$ cat src/rtl/wb_queue.sv
// Writeback queue: buffers register-file writebacks in order, retires the head
// whenever the register-file write port is free, and forwards the newest
// pending value for two source addresses so readers never see stale data.
module wb_queue #(
  parameter int DATA_WIDTH = 32,
  parameter int ADDR_WIDTH = 5,
  parameter int DEPTH      = 4
) (
  input  logic                         i_clk,
  input  logic                         i_rst,
  input  logic                         i_wb_valid,
  input  logic [ADDR_WIDTH-1:0]        i_wb_addr,
  input  logic [DATA_WIDTH-1:0]        i_wb_data,
  output logic                         o_wb_ready,
  input  logic                         i_rf_stall,
  output logic                         o_rf_we,
  output logic [ADDR_WIDTH-1:0]        o_rf_addr,
  output logic [DATA_WIDTH-1:0]        o_rf_data,
  input  logic [ADDR_WIDTH-1:0]        i_rs1_addr,
  input  logic [ADDR_WIDTH-1:0]        i_rs2_addr,
  output logic                         o_rs1_hit,
  output logic                         o_rs2_hit,
  output logic [DATA_WIDTH-1:0]        o_rs1_fwd,
  output logic [DATA_WIDTH-1:0]        o_rs2_fwd,
  output logic [$clog2(DEPTH):0]       o_count,
  output logic                         o_empty,
  output logic                         o_full
);

  localparam int PTR_W = $clog2(DEPTH);
  localparam int CNT_W = PTR_W + 1;

  logic [ADDR_WIDTH-1:0] addr_mem [DEPTH];
  logic [DATA_WIDTH-1:0] data_mem [DEPTH];
  logic [PTR_W-1:0]      rd_ptr;
  logic [PTR_W-1:0]      wr_ptr;
  logic [CNT_W-1:0]      count;
  logic                  push;
  logic                  pop;

  // Handshake: a writeback transfers on a rising edge where i_wb_valid and
  // o_wb_ready are both high. o_wb_ready depends only on occupancy (never on a
  // same-cycle pop), and a producer seeing ready low holds its offer stable.
  // Offers to x0 complete the handshake but are dropped. The register-file side
  // has no ready: o_rf_we high means the head retires on that edge.
  assign o_empty    = (count == '0);
  assign o_full     = (count == CNT_W'(DEPTH));
  assign o_wb_ready = !o_full;
  assign o_count    = count;

  assign push    = i_wb_valid && o_wb_ready && (i_wb_addr != '0);
  assign o_rf_we = !o_empty && !i_rf_stall;
  assign pop     = o_rf_we;

  assign o_rf_addr = o_empty ? '0 : addr_mem[rd_ptr];
  assign o_rf_data = o_empty ? '0 : data_mem[rd_ptr];

  // Pointer and occupancy state; reset discards every pending entry at once.
  always_ff @(posedge i_clk or posedge i_rst) begin
    if (i_rst) begin
      rd_ptr <= '0;
      wr_ptr <= '0;
      count  <= '0;
    end else begin
      if (push) wr_ptr <= wr_ptr + PTR_W'(1);
      if (pop)  rd_ptr <= rd_ptr + PTR_W'(1);
      if (push && !pop)      count <= count + CNT_W'(1);
      else if (!push && pop) count <= count - CNT_W'(1);
    end
  end

  // Entry storage; contents are don't-care once the pointers are reset.
  always_ff @(posedge i_clk) begin
    if (push) begin
      addr_mem[wr_ptr] <= i_wb_addr;
      data_mem[wr_ptr] <= i_wb_data;
    end
  end

  // Forwarding scan from oldest to newest occupied entry, so the last match
  // (the newest write) wins. The head still counts while it is being popped.
  always_comb begin
    o_rs1_hit = 1'b0;
    o_rs2_hit = 1'b0;
    o_rs1_fwd = '0;
    o_rs2_fwd = '0;
    for (int i = 0; i < DEPTH; i++) begin
      if (CNT_W'(i) < count) begin
        if ((i_rs1_addr != '0) && (addr_mem[rd_ptr + PTR_W'(i)] == i_rs1_addr)) begin
          o_rs1_hit = 1'b1;
          o_rs1_fwd = data_mem[rd_ptr + PTR_W'(i)];
        end
        if ((i_rs2_addr != '0) && (addr_mem[rd_ptr + PTR_W'(i)] == i_rs2_addr)) begin
          o_rs2_hit = 1'b1;
          o_rs2_fwd = data_mem[rd_ptr + PTR_W'(i)];
        end
      end
    end
  end

endmodule

$ cat config.mk
export PLATFORM = sky130hd
export DESIGN_NAME = wb_queue
export DESIGN_NICKNAME = d
export VERILOG_FILES = /design/src/rtl/wb_queue.sv
export SDC_FILE = /design/constraint.sdc
export NUM_CORES = 1
export LEC_CHECK = 0
export CAP_MARGIN = 20
export CORE_UTILIZATION = 55
export DETAILED_ROUTE_END_ITERATION = 12
export PLACE_DENSITY_LB_ADDON = 0.08
export SYNTH_ARGS = -nofsm -noshare
export SYNTH_HDL_FRONTEND = slang
export SYNTH_SLANG_ARGS = --single-unit
$ cat constraint.sdc
create_clock -name i_clk -period 3.3 [get_ports i_clk]
set_input_delay 0.495 -clock i_clk [delete_from_list [all_inputs] [get_ports i_clk]]
set_output_delay 0.495 -clock i_clk [all_outputs]
set_load 0.1 [all_outputs]
# Word-level counts from Yosys, hierarchy flattened
# Memory sizes are Yosys's and may differ from the RTL's.
# Index checks and enable logic that the tools add are counted.
[word_totals]
out_inout_bits = 110
ram_bits = 148
input_bits = 51
reg_bits = 7
word_cells = 85
memories = 2
[classes]
n_mux = 38
n_reduce_logical = 23
addsub = 6
eq_ne = 9
magnitude_cmp = 4
[memory_table]
columns = ["memory", "depth", "word_bits", "read_ports", "rd_ports_with_merged_regs", "wr", "line_no", "rtl"]
rows = [
  ["data_mem", 4, 32, 4, 0, 1, "34", "logic [DATA_WIDTH-1:0] data_mem [DEPTH];"],
  ["addr_mem", 4, 5, 4, 0, 1, "33", "logic [ADDR_WIDTH-1:0] addr_mem [DEPTH];"],
]
[ops]
columns = ["op", "n"]
rows = [
  ["2-to-1 mux 32 bit", 17],
  ["== test 5 bit", 8],
  ["2-to-1 mux 1 bit", 18],
  ["nonzero test 5 bit", 3],
  ["logical AND 1 bit", 13],
  ["less-than comparator 1 x 3 -> 1 bit, first input constant", 2],
  ["less-than comparator 2 x 3 -> 1 bit, first input constant", 2],
  ["2-to-1 mux 3 bit", 2],
  ["logical NOT 1 bit", 5],
  ["2-to-1 mux 5 bit", 1],
  ["adder 2 x 1 -> 2 bit, second input constant", 2],
  ["adder 2 bit, second input constant", 2],
  ["adder 3 x 1 -> 3 bit, second input constant", 1],
  ["== test 3 bit, second input constant", 1],
  ["logical NOT 3 bit", 1],
  ["subtractor 3 x 1 -> 3 bit, second input constant", 1],
  ["nonzero test 2 bit", 1],
]

# Longest topological paths before layout
# Gate-level depths: netlist of run 1.
# An unclocked memory read counts as a cell.
[logic_depth]
ltp_word = 11
depth_mapped = 12
ltp_nobuf = 9

# Least setup slack after synthesis of run 1
# No wires, ideal clock.
[synth_path]
path_kind = "reg-to-output"
start = "reg count[1] (netlist: o_count[1])"
end = "out o_rs2_fwd[22]"
path_buffers = 2
required_time_ns = 2.805
path_slack_ns = -2.097
path_stages_with_launch = 11
t_arrival_ns = 4.902
path_cell_list = "dfrtp_1 inv_1 ha_1 o21bai_1 a22oi_1 clkbuf_1 buf_1 nand3_1 nor2_1 a311oi_1 o31ai_1"
[synth_via]
elab_chain_len = 8
word_cells_on_any_way = 11
classes_between = "order compare (4); mux (7)"
[synth_rtl]
columns = ["element", "line_no", "rtl"]
rows = [
  ["from (decl)", "37", "logic [CNT_W-1:0] count;"],
  ["from (signal assigned)", "67", "if (push && !pop) count <= count + CNT_W'(1);"],
  ["from (signal assigned)", "68", "else if (!push && pop) count <= count - CNT_W'(1);"],
  ["less-than comparator 1 x 3 -> 1 bit", "88", "if (CNT_W'(i) < count) begin"],
  ["2-to-1 mux 32 bit", "88", ""],
  ["2-to-1 mux 32 bit", "93", "if ((i_rs2_addr != '0) && (addr_mem[rd_ptr + PTR_W'(i)] == i_rs2_addr)) begin"],
  ["2-to-1 mux 32 bit", "88", ""],
  ["2-to-1 mux 32 bit", "93", ""],
  ["2-to-1 mux 32 bit", "88", ""],
  ["2-to-1 mux 32 bit", "93", ""],
  ["2-to-1 mux 32 bit *", "88", ""],
  ["to (decl)", "24", "output logic [DATA_WIDTH-1:0] o_rs2_fwd,"],
]
# Mark *: on every way between the ends. The rest lies on a longest branch, timed or not.

# Worst setup path after layout of run 1
[layout_path]
start = "reg rd_ptr[0]"
end = "out o_rs2_fwd[31]"
[layout_via]
elab_chain_len = 11
word_cells_on_any_way = 21
classes_between = "add/sub (3); eq/ne (4); mux (8); reduce/logical (4); memory (2)"
[layout_rtl]
columns = ["element", "line_no", "rtl"]
rows = [
  ["from (decl)", "35", "logic [PTR_W-1:0] rd_ptr;"],
  ["from (signal assigned)", "66", "if (pop) rd_ptr <= rd_ptr + PTR_W'(1);"],
  ["branches (longest 10 deep; another with memory (4 x 5 bit))", "-", ""],
  ["2-to-1 mux 32 bit *", "88", ""],
]
# Mark *: on every way between the ends.

==> impl_metrics.yaml, run 1 <==
yosys:
  synthDistinctLibCells: 43
  synth_seq_area_share_pct: 39.41
  avgSynthCellArea_um2: 12.34
  netlist_area_um2: 11720
  synth_top_area_share_pct: 37.92
  syn_inst: 950
  ys_ff_latch: 155
  synth_top_area_cell: "edfxtp_1"
  synth_area_leaders: "edfxtp_1 (38%), mux4_2 (26%), a211oi_2 (3.3%)"
  ys_warn_count: 0
  syn_nets: 1010
placement:
  dp_slack_ns: -0.2834
  port_buffers: 160
  place_congestion: 0.8642
  dp_hpwl_um: 24420
timing:
  slew_viol_final: 0
  finalSetupViolCount: 67
  fmax_mhz: 242.2
  period_share_pct: 125.1
  final.setup.worst_slack_ns: -0.8287
  skew_ns: 0.01208
  fin_crit_ns: 4.129
  rsz0062_at_grt: "yes"
  worstMarginPinSlew_ns: 0.7207
  hold_viol: 0
  max_slew_margin_pct: 51.59
floorplanning:
  core_um2: 20960
  io_pins: 161
  initial_core_util_pct: 55.93
  rows: 53
  die_h_um: 148.0
  die_area_um2: 21900
  die_w_um: 148.0
clocking:
  clockBufferDepth: 2
  insertion_delay_ns: 0.45
  cts_sinks: 155
  htree_levels: 4
  cts.clk_slew.worst_paths_ns: 0.07
  cts-root-buf: "clkbuf_16"
  numCtsBuffers: 17
  cts_tree: "built"
setup_path:
  crit_chain: "buf_12 > buf_6 > mux4_2 > xnor2_2 > nand4_1 > buf_6 > or2_4 > clkbuf_16 > a311oi_1 > buf_4 > o31ai_4 > buf_12"
  cp-end-kind: "output pin"
  crit_slowest_cell: "dfrtp_4"
  critical_path_class: "flip-flop to output pin"
  crit_fanout: 7
  crit_family: "buffers and inverters"
  reg2reg_slack_ns: 0.70
  r2r_cells: 6
  cp.arrival_ns: 3.63
  r2r-end: "data_mem[0][0]"
  crit_required_ns: 2.80
  start_kind: "flip-flop"
  r2r-start: "o_count[0]"
  cp_slowest_stage_delay_ns: 0.53
  worst-path-buf-inv: 6
routing:
  drtIter0Drc: 1416
  wl_met2_um: 24190
  wirelength_um: 52390
  top_layer_used: "met4"
  via_per_inst: 7.840
  vias: 11780
  ant_nets: 0
  wl_met1_um: 16300
  avgRoutedWirePerCell_um: 34.88
  wl_met3_um: 7288
  drc: 0
  dr.pass1.iters: 6
grt:
  grt_overflow_total: 0
  grt_pass1_wl_um: 70900
  grt_max_degree: 54
  grt_antenna_before_repair: 2
  track_usage_pct: 44.09
  grt_pass1_vias: 11590
layout:
  nets: 1272
  drive_above_1_share_pct: 58.94
  areaGrowthSynthToFinish_pct: 60.08
status:
  status: "finished with violations"
  failed_checks: "negative setup slack"
min_path:
  holdCritPathClass: "input port to async pin"
job:
  drv_cap: 0
[how the worst max path moves through the flow]
stage / from / to / slack (ns) / cells after the start
floorplan: rd_ptr[0] / o_rs1_fwd[10] / -0.36 / 10
finish: rd_ptr[0] / o_rs2_fwd[31] / -0.83 / 12
global placement: rd_ptr[0] / o_rs1_fwd[22] / -0.19 / 10
global route: rd_ptr[0] / o_rs1_fwd[16] / -0.85 / 12
CTS: rd_ptr[0] / o_rs1_fwd[30] / -0.54 / 9
detailed placement: rd_ptr[0] / o_rs1_fwd[30] / -0.28 / 9
[Yosys cell counts (all sizes together)]
library cell,instances
a211o,2
a211oi,34
a21oi,10
a22oi,1
a311oi,32
a31oi,32
and2,8
buf,50
clkbuf,57
dfrtp,7
edfxtp,148
ha,9
inv,12
mux2,5
mux2i,12
mux4,136
nand2,43
nand3,31
nand3b,1
nand4,6
nor2,103
nor2b,40
nor3,46
nor3b,28
nor4,1
o211ai,1
o21ai,6
o21bai,1
o221a,1
o22ai,1
o311a,1
o31ai,32
or2,4
or3,3
or4,2
xnor2,37
xor2,7
[per-stage QoR]
step           instance area (µm²)  TNS, ns  instances  util, %  hold slack (ns)
2_1_floorplan                12650   -19.23        950        -           0.2983
5_1_grt                      18760   -46.33       1502    89.53           0.3124
3_3_place_gp                 16050   -8.542       1427    76.58           0.5635
3_5_place_dp                 16050   -12.28       1427    76.58           0.5702
6_report                     18760   -45.22       1502    89.53           0.2856
4_1_cts                      18240   -31.94       1496    87.05           0.3095
[logic make-up after synthesis]
kind of cell	Yosys count	share of synthesized area [%]
AND/OR/NAND/NOR	316	13.26
flip-flops	155	39.41
AO/OA/AOI/OAI	154	10.91
multiplexers	153	27.64
buffers and inverters	119	4.527
XOR/XNOR	44	3.288
adder cells (fa/ha/maj)	9	0.9608
[worst reg2reg max path, stage by stage (launching register included)]
cell     delay (ns)
dfrtp_2        0.48
inv_1          0.10
ha_1           0.25
nand2_1        0.13
o311a_1        0.38
and2_2         0.30
buf_4          0.57
[placed cells by master, fill, tap and decap left out, types with 9 or more instances in the layout]
master             n
buf_12           103
inv_1             12
buf_4            144
a211oi_4          32
mux4_2           136
nor3b_2           12
nand3_1           29
buf_16            15
a31oi_2           14
nor2b_2           28
nor2_1            80
nor2_2            19
a31oi_1           16
nor3_2            13
nor2b_4            9
ha_1               9
clkdlybuf4s50_1   50
xnor2_1           21
nor3b_1           14
xnor2_2           15
clkbuf_16         22
a311oi_4          25
edfxtp_1         148
nor3_1            29
mux2i_1           10
nand2_1           42
o31ai_4           32
buf_6             27
[what timing repair did]
item / CTS / global route
gates resized for setup: 165 / 79
pin swaps: 63 / 51
hold buffers: 0 / 0
setup endpoints to repair: 86 / 76
setup buffers: 42 / 12
gates cloned: 15 / 5
[per-layer routing]
metal | up-vias | GRT usage [%]
li1 | 4315 | -
met1 | 5697 | 53.72
met5 | - | 0
met3 | 450 | 11.54
met2 | 1313 | 70.75
met4 | 0 | 26.44
[sequential cells by signal, summed over array words and instances (netlist names)]
register / count
rd_ptr: 2
o_count: 3
wr_ptr: 2
addr_mem: 20
data_mem: 128
[final cells by class]
cell class	count	area (µm²)
Tap cell	275	344.1
Clock inverter	15	198.9
Clock buffer	17	425.4
Inverter	12	45.04
Antenna cell	2	5.005
Timing Repair Buffer	350	4611
Fill cell	765	2193
Multi-Input combinational cell	676	8499
Sequential cell	155	4633
Power of run 1 is left out: the tool's default activity adds up to more than one toggle a clock period on the data nets, which glitch-free logic cannot reach.
==> run 2: changes to the inputs <==
Settings changed: CORE_UTILIZATION 55 to 61.
Clock period 3.3 ns to 5.05 ns, I/O delays scaled along.
==> run 2 against run 1 <==
  * Die area fell by 9.7%
  * Utilization shrank 10 points
  * Sequential cell count unchanged
  * Final area down 21%
  * Non-clock buffer count decreased by 157
  * Via count shrank 19%
  * Register-to-register slack better by 1.5 ns
  * The flow now finishes without violations
  * Worst setup slack gained 1.1 ns
  * Cell count shrank 13%
  * First-iteration DRC count fell by 21%
==> impl_metrics.yaml, run 2 (synthesized netlist as in run 1, its figures left out) <==
timing:
  tns_ns: 0
  hold_viol: 0
  max_slew_margin_pct: 24.97
  fin_crit_ns: 4.781
  finalSetupViolCount: 0
  rsz0062_at_grt: "no"
  worstMarginPinSlew_ns: 1.125
  slew_viol_final: 0
  fmax_mhz: 209.2
  skew_ns: 0.008863
  period_share_pct: 94.66
layout:
  layout_commonest_cell: "edfxtp_1"
  drive_above_1_share_pct: 34.74
  fillerInstances: 1074
  largest_reg_flops: 128
  final_cell_mix: "edfxtp_1 (148), mux4_2 (136), nor2_1 (101)"
  largest-register: "data_mem"
  nets: 1115
  areaGrowthSynthToFinish_pct: 27.02
clocking:
  insertion_delay_ns: 0.43
  numCtsBuffers: 17
  cts-root-buf: "clkbuf_16"
  cts.clk_slew.worst_paths_ns: 0.06
  clockBufferDepth: 2
  post_cts_buffers: 0
  htree_levels: 4
  cts_tree: "built"
  cts_sinks: 155
min_path:
  holdCritPathClass: "input port to async pin"
grt:
  grt_antenna_before_repair: 1
  grt_pass1_vias: 9694
  track_usage_pct: 35.33
  grt_overflow_total: 0
  grt_pass1_wl_um: 52680
  grt_max_degree: 62
setup_path:
  crit_chain: "mux4_2 > xnor2_1 > nand4_1 > or4_2 > and2_2 > a211oi_2 > buf_12"
  start_kind: "flip-flop"
  reg2reg_slack_ns: 2.18
  worst-path-buf-inv: 1
  cp_slowest_stage_delay_ns: 0.68
  crit_slowest_cell: "or4_2"
  cp.arrival_ns: 4.02
  crit_family: "simple AND/OR/NAND/NOR gates"
  crit_fanout: 31
  critical_path_class: "flip-flop to output pin"
  cp-end-kind: "output pin"
  crit_required_ns: 4.29
placement:
  port_buffers: 160
  dp_hpwl_um: 21700
  place_congestion: 0.9698
floorplanning:
  rows: 50
  core_um2: 18770
  io_pins: 161
  initial_core_util_pct: 62.45
  die_area_um2: 19770
  die_h_um: 140.6
  die_w_um: 140.6
routing:
  drtIter0Drc: 1125
  drc: 0
  via_per_inst: 7.354
  dr.pass1.iters: 7
  wirelength_um: 33840
  avgRoutedWirePerCell_um: 25.97
  vias: 9582
  ant_nets: 0
job:
  drv_cap: 0
status:
  status: "complete, no violations"
run 2: changes by cell type in the layout (fill, tap and decap cells not counted), sizes merged, moves of 2 or more:
cell | before | now
clkinv | 2 | 7
bufinv | 3 | 5
inv | 21 | 13
clkbuf | 22 | 17
buf | 293 | 117
bufbuf | 2 | 0
clkdlybuf4s50 | 50 | 76
run 2: path summary, 6_finish.rpt:
kind                                        to  cells past startpoint       start
worst max-delay path             o_rs1_fwd[16]                      7   rd_ptr[0]
worst min-delay path                 wr_ptr[1]                      2       i_rst
worst max register to register  data_mem[0][0]                      6  o_count[0]
worst min register to register      o_count[1]                      2  o_count[1]
max in group asynchronous            rd_ptr[1]                      2       i_rst
min in group i_clk                  o_count[1]                      2  o_count[1]
run 2: area by class of cell:
| class | count | area [µm²] | share of cell area (%) |
|---|---|---|---|
| clock buffers | 17 | 425.4 | 2.858 |
| diodes | 1 | 2.502 | 0.01681 |
| multi-input cells | 676 | 6792 | 45.62 |
| well taps | 234 | 292.8 | 1.967 |
| inverters | 12 | 45.04 | 0.3026 |
| flip-flops and latches | 155 | 4627 | 31.08 |
| repair buffers | 193 | 2481 | 16.67 |
| clock inverters | 15 | 221.5 | 1.488 |
run 2: metal layers:
metal	track usage [%]	up-vias	share of wire [%]
met2	58.65	735	50
met3	7.711	121	11
li1	-	4014	-
met1	44.06	4712	36
met5	0	-	0
met4	17.96	0	3.5
run 2: timing repair:
item	CTS	global route
endpoints found under the setup margin	0	1
hold buffers	0	0
hold endpoints to repair	0	0
gates resized for setup	0	1
run 2: metrics by stage:
stage | setup WS (ns) | hold slack [ns] | area, µm² | util [%] | instances
floorplan | 0.2553 | 0.5609 | 11890 | - | 950
global placement | 0.6533 | 0.6110 | 14230 | 75.84 | 1270
detailed placement | 0.6179 | 0.6146 | 14230 | 75.84 | 1270
CTS | 0.2338 | 0.5732 | 14880 | 79.29 | 1302
global route | 0.1224 | 0.5895 | 14890 | 79.32 | 1303
finish | 0.2695 | 0.5685 | 14890 | 79.32 | 1303
Power of run 2 is left out for the same reason.
